<file path="src/rtl/fetch_unit.sv">
// Instruction-fetch control: issues one outstanding imem read at PcQ, steers the PC register's D
// input, and hands fetched words to decode through a valid/ready register with a one-entry skid.
module fetch_unit (
  input  logic        Clk,
  input  logic        Reset,
  input  logic [31:0] PcQ,
  output logic [31:0] PcD,
  output logic        imem_req,
  output logic [31:0] imem_addr,
  input  logic        imem_rvalid,
  input  logic [31:0] imem_rdata,
  input  logic        redirect_valid,
  input  logic [31:0] redirect_target,
  output logic        id_valid,
  input  logic        id_ready,
  output logic [31:0] id_instr,
  output logic [31:0] id_pc,
  output logic [31:0] id_pc4
);

  typedef enum logic [2:0] {StIdle, StReq, StWait, StHold, StDrop} state_e;

  state_e      state_q, state_d;
  logic        id_valid_q;
  logic [31:0] id_instr_q, id_pc_q;
  logic [31:0] skid_instr_q, skid_pc_q;

  logic redirect;
  logic out_free;
  logic rsp_take;
  logic load_out, load_skid, skid_to_out;

  // Redirects are ignored only in the single post-reset idle cycle.
  assign redirect = redirect_valid && (state_q != StIdle);
  assign out_free = !id_valid_q || id_ready;
  assign rsp_take = (state_q == StWait) && imem_rvalid && !redirect_valid;

  always_ff @(posedge Clk or negedge Reset) begin
    if (!Reset) begin
      state_q <= StIdle;
    end else begin
      state_q <= state_d;
    end
  end

  always_comb begin
    state_d = state_q;
    unique case (state_q)
      StIdle: state_d = StReq;
      StReq:  state_d = redirect_valid ? StReq : StWait;
      StWait: begin
        if (redirect_valid) begin
          state_d = imem_rvalid ? StReq : StDrop;
        end else if (imem_rvalid) begin
          state_d = out_free ? StReq : StHold;
        end
      end
      StHold: begin
        if (redirect_valid || id_ready) begin
          state_d = StReq;
        end
      end
      StDrop: begin
        // A redirect while draining keeps waiting for the stale response.
        if (!redirect_valid && imem_rvalid) begin
          state_d = StReq;
        end
      end
      default: state_d = StIdle;
    endcase
  end

  always_comb begin
    imem_req    = (state_q == StReq) && !redirect_valid;
    imem_addr   = imem_req ? PcQ : 32'h0;
    load_out    = rsp_take && out_free;
    load_skid   = rsp_take && !out_free;
    skid_to_out = (state_q == StHold) && id_ready && !redirect_valid;
    if (redirect) begin
      PcD = {redirect_target[31:2], 2'b00};
    end else if (rsp_take) begin
      PcD = PcQ + 32'd4;
    end else begin
      PcD = PcQ;
    end
  end

  // Skid occupancy is implied by StHold, so only its payload is stored here.
  always_ff @(posedge Clk or negedge Reset) begin
    if (!Reset) begin
      id_valid_q   <= 1'b0;
      id_instr_q   <= 32'h0;
      id_pc_q      <= 32'h0;
      skid_instr_q <= 32'h0;
      skid_pc_q    <= 32'h0;
    end else begin
      if (redirect) begin
        id_valid_q <= 1'b0;
      end else if (load_out) begin
        id_valid_q <= 1'b1;
        id_instr_q <= imem_rdata;
        id_pc_q    <= PcQ;
      end else if (skid_to_out) begin
        id_valid_q <= 1'b1;
        id_instr_q <= skid_instr_q;
        id_pc_q    <= skid_pc_q;
      end else if (id_valid_q && id_ready) begin
        id_valid_q <= 1'b0;
      end
      if (load_skid) begin
        skid_instr_q <= imem_rdata;
        skid_pc_q    <= PcQ;
      end
    end
  end

  assign id_valid = id_valid_q;
  assign id_instr = id_instr_q;
  assign id_pc    = id_pc_q;
  assign id_pc4   = id_pc_q + 32'd4;

endmodule

</file>
<file path="config.mk">
export PLATFORM = sky130hd
export DESIGN_NAME = fetch_unit
export DESIGN_NICKNAME = d
export VERILOG_FILES = /design/src/rtl/fetch_unit.sv
export SDC_FILE = /design/constraint.sdc
export NUM_CORES = 1
export LEC_CHECK = 0
export ABC_AREA = 1
export CORE_MARGIN = 4
export CORE_UTILIZATION = 50
export CTS_CLUSTER_SIZE = 24
export DETAILED_ROUTE_END_ITERATION = 6
export PLACE_DENSITY = 0.93
export SLEW_MARGIN = 40
export SYNTH_ARGS = -nofsm -noshare
export SYNTH_HDL_FRONTEND = slang
export SYNTH_SLANG_ARGS = --single-unit
</file>
<file path="constraint.sdc">
create_clock -name Clk -period 4.15 [get_ports Clk]
set_input_delay 0.415 -clock Clk [delete_from_list [all_inputs] [get_ports Clk]]
set_output_delay 0.415 -clock Clk [all_outputs]
set_load 0.1 [all_outputs]
</file>
Word level (Yosys, flattened, before mapping). Index checks and enable logic that the tools add are counted.

Reductions and logical operators: 21. Add/sub/neg operators: 2. Muxes and demuxes: 19. Equality and inequality tests: 7. Bitwise logic cells: 1.

Operators by type and width (number): $mux W32 (7); $add A32 B3 Y32 const B (2); $mux W3 (5); $pmux W3 S5 (1); $logic_and A1 B1 Y1 (10); $eq A3 B2 Y1 const B (2); $mux W1 (4); $mux W2 (2); $ne A2 B2 Y1 const B (2); $reduce_bool A4 Y1 (1); $eq A3 B1 Y1 const B (1); $eq A3 B3 Y1 const B (1); $logic_not A1 Y1 (3); $logic_not A3 Y1 (1); $ne A3 B3 Y1 const B (1); $reduce_and A3 Y1 (1); $reduce_bool A3 Y1 (1); $logic_or A1 B1 Y1 (2); $reduce_and A2 Y1 (1); $reduce_bool A2 Y1 (1); $not A1 Y1 (1).

Flip-flop bits (word level): 132. Input port bits: 101. Word-level logic and storage cells: 56.

Logic depth before layout (Yosys ltp).
Word-level depth: 6. Gate-level depth with buffers: 11.

Worst setup path after synthesis. Ideal clock, no wire load.

Path type: input port to output port. Start: input redirect_valid. End: output imem_addr[10]. Stages: 4. Slack: -1.772 ns. Data required time: 3.735 ns. Data arrival time: 5.507 ns. Buffers on the path: 1. Cell sequence: nor4_1 > inv_1 > clkbuf_1 > nor2_1.

Word-level cells in the longest chain between the ends: 3.

RTL lines: from (decl) (RTL line 12) `input logic redirect_valid,`; $logic_not A1 Y1 (RTL line 74) `imem_req = (state_q == StReq) && !redirect_valid;`; $logic_and A1 B1 Y1 (RTL line 74); $mux W32 (RTL line 75) `imem_addr = imem_req ? PcQ : 32'h0;`; to (decl) (RTL line 9) `output logic [31:0] imem_addr,`.

Every way passes these cells.

Worst setup path in the final report.
Start: input redirect_valid. End: output PcD[26].

Word-level cells in the longest chain between the ends: 4.

RTL lines: $logic_not A1 Y1 (RTL line 36) `assign rsp_take = (state_q == StWait) && imem_rvalid && !redirect_valid;`; $logic_and A1 B1 Y1 (RTL line 36); $mux W32 (RTL line 81) `end else if (rsp_take) begin`; $mux W32 * (RTL line 79) `if (redirect) begin`; to (decl) (RTL line 7) `output logic [31:0] PcD,`.

Every way passes the cells marked *; elsewhere a longest branch is shown, timed or not.

==> results.md <==
- H-tree Lvls: 4
- Clock skew: 0.00833 ns
- Layout cell share with drive strength beyond 1: 17.0%
- Initial antenna violation count: 0
- P&R area growth vs syn: 36.8%
- Die Area: 0.0171 mm^2
- Outcome: complete, but fails checks
- Reg2Reg Capture Point: id_instr[25]$_DFFE_PN0P_
- R2r setup slk: 1.43 ns
- CP peak stage delay: 0.58 ns
- Setup crit start kind: input pin
- Netlist cell types: 32
- Top post-synthesis cells by count: nand2_1, nor2_1, o21ai_0
- Bufs and invs on worst path: 3
- Crit path to: PcD[26]
- Fin crit period: 3.26 ns
- IO Pins: 263
- CP Class: input pin to output pin
- Core Rows: 44
- Post-synth top area cell: dfrtp_1
- Critical path origin: redirect_valid
- Crit-path slowest cell: clkdlybuf4s50_1
- Root Buffer: clkbuf_16
- CTS max path bufs: 2
- Total CTS buffers: 17
- Max_cap viols: 0
- Worst path depth: 11
- Avg Vias per Cell: 5.30
- Ys Warns: 0
- DIE WIDTH: 131 um
- Core area: 0.0146 mm^2
- Post-Route WL: 23.5 mm
- Setup-failing EPs final: 0
- Lkg Pwr: 5.09 nW
- Global route overflow: 0
- Kind of cell adding the most delay to the critical path: simple AND/OR/NAND/NOR gates
- Clock sinks: 132
- Critical Path AT: 2.84 ns
- Diode count: 0
- Primary FF master, synth: dfrtp_1
- Worst skew pair latency: 0.41 ns
- Nets: 1,397
- Mean Syn Cell Area: 7.09 um^2
- Hold Vio Cnt, Final: 17
- TritonCTS clock tree: built
- Post-Syn Nets: 1,166
- Largest net degree at the start of global routing: 129
- Post-synth EDFFs: 0
- Routed Antenna Nets: 0
- Gpl congestion: 0.921
- Drt drc: 0
- Synth top area cells: dfrtp_1, nand2_1, o21ai_0
- Async SR Flop Fraction: 100%
- Setup crit end kind: output pin
- Port Buffers: 260
- GR Util All Layers: 27.1%
- Worst-path fanout max: 11
- Fin crit share: 78.5%
- Slew Limit Fails: 0
- Postcts setup bufs: 0
- Critical Path RT: 3.73 ns
- Worst reg2reg path depth: 9
- Class of the worst hold path: input pin to async pin
- CTS resizes: 0
- Top-count cell post-synth: nand2_1
- RSZ-0062 raised after global routing: no
- P per Cell Area: 881 mW/mm^2
- Overall Power: 9.09 mW
- Vias in the first global route: 7,222
- Synth Cell Area: 0.00754 mm^2
- Setup TNS: 0 ns
- Most used cell, CP: nand2_1
- VDD IR max: 0.521 mV
- Hold buffers post-CTS: 0
- Hold WS: -0.0214 ns
- HPWL Detailed: 17.5 mm
- Vias: 7,902
- Tightest Pin Transition: 0.741 ns
- Top cell type's share of synthesized area: 43.8%
- Die Ht: 131 um
- First-pass GRT wire length: 36.7 mm
- F_max: 307 MHz
- Reg2reg start: state_q[0]$_DFFE_PN0P_
- Post-Synthesis Cells: 1,063
- DR pass1 iterations: 5
- Register area share after synthesis: 43.8%
- Initial DRC Count: 674
- Crit-path cells: clkdlybuf4s50_1 > inv_2 > nand2_2 > nor2_2 > nand3_4 > nor2_2 > nand2_1 > nand2_1 > nand3_1 > nand2_1 > buf_4
- CTS clk-pin slew, worst paths: 0.06 ns
- #FFs+latches synth: 132
- Initial Util: 51.5%
- Max_slew headroom: 50.6%
- Avg WL per Cell: 15.8 um
- Violated checks: negative hold slack
## where the power goes
group          switching [mW]  total [mW]  internal, mW
logic                    4.67        5.63         0.954
clock network           0.601        1.51         0.905
registers               0.305        1.96          1.65
## per-stage QoR
stage	std cells	utilization, %	worst slack (ns)	area, um^2	hold WS [ns]
finish	1491	70.5	0.892	10300	-0.0214
global route	1491	70.5	0.662	10300	0.0206
CTS	1491	70.4	0.894	10300	0.130
detailed placement	1459	66.3	0.916	9720	0.467
global placement	1459	68.9	0.915	10100	0.466
floorplan	1063	-	0.131	7550	0.119
## layout by cell type, fill, tap and decap left out, types with 3 or more instances in the layout
master	instances
buf_4	76
a31oi_1	3
inv_1	94
xnor2_1	9
nand3_1	49
a21oi_1	67
inv_6	6
clkbuf_16	17
nor2_2	5
clkdlybuf4s50_1	97
nor3_1	12
nor2_1	159
buf_2	78
inv_2	5
o21ai_0	134
dfrtp_1	132
o21ai_1	12
nand2_1	272
buf_12	12
xor2_1	24
clkinvlp_4	3
nand4_1	14
## area by class of cell
type / count / area [um^2]
inverters: 100 / 377
multi-input cells: 778 / 3610
well taps: 184 / 230
clock inverters: 14 / 166
clock buffers: 18 / 429
fillers: 1200 / 4330
repair buffers: 265 / 2200
flip-flops and latches: 132 / 3300
## per-layer routing
layer / part of all wire [%] / vias to the layer above / wire length [um] / track usage (%)
met1: 43 / 3633 / 10000 / 37.2
met3: 7.5 / 41 / 1770 / 5.04
li1: - / 3868 / - / -
met4: 2.4 / 0 / 564 / 9.62
met5: 0 / - / 0 / 0
met2: 48 / 360 / 11200 / 43.3
## flip-flops by register name (all words and copies together) (netlist names)
register / cells
id_instr: 32
id_pc: 32
id_valid: 1
skid_instr_q: 32
skid_pc_q: 32
state_q: 3
## cells by family after synthesis
kind of cell	count (synthesis)	share of synthesized area (%)
xor gates and xnor gates	33	3.83
adders and majority gates	2	0.332
AOI/OAI and AO/OA	222	15.1
DFF	132	43.8
and+or+nand+nor	521	28.2
buffers and inverters	153	8.73
## worst min-delay path by stage
stage / from / end / slack [ns] / cells after the start
3_3_place_gp: id_instr[2]$_DFFE_PN0P_ / id_instr[2]$_DFFE_PN0P_ / 0.47 / 2
2_1_floorplan: Reset / id_instr[0]$_DFFE_PN0P_ / 0.12 / 0
5_1_grt: Reset / skid_pc_q[22]$_DFFE_PN0P_ / 0.02 / 1
6_report: Reset / skid_pc_q[22]$_DFFE_PN0P_ / -0.02 / 1
3_5_place_dp: id_instr[3]$_DFFE_PN0P_ / id_instr[3]$_DFFE_PN0P_ / 0.47 / 2
4_1_cts: Reset / skid_pc_q[24]$_DFFE_PN0P_ / 0.13 / 1
No activity file was read; power rests on OpenSTA's default activity.
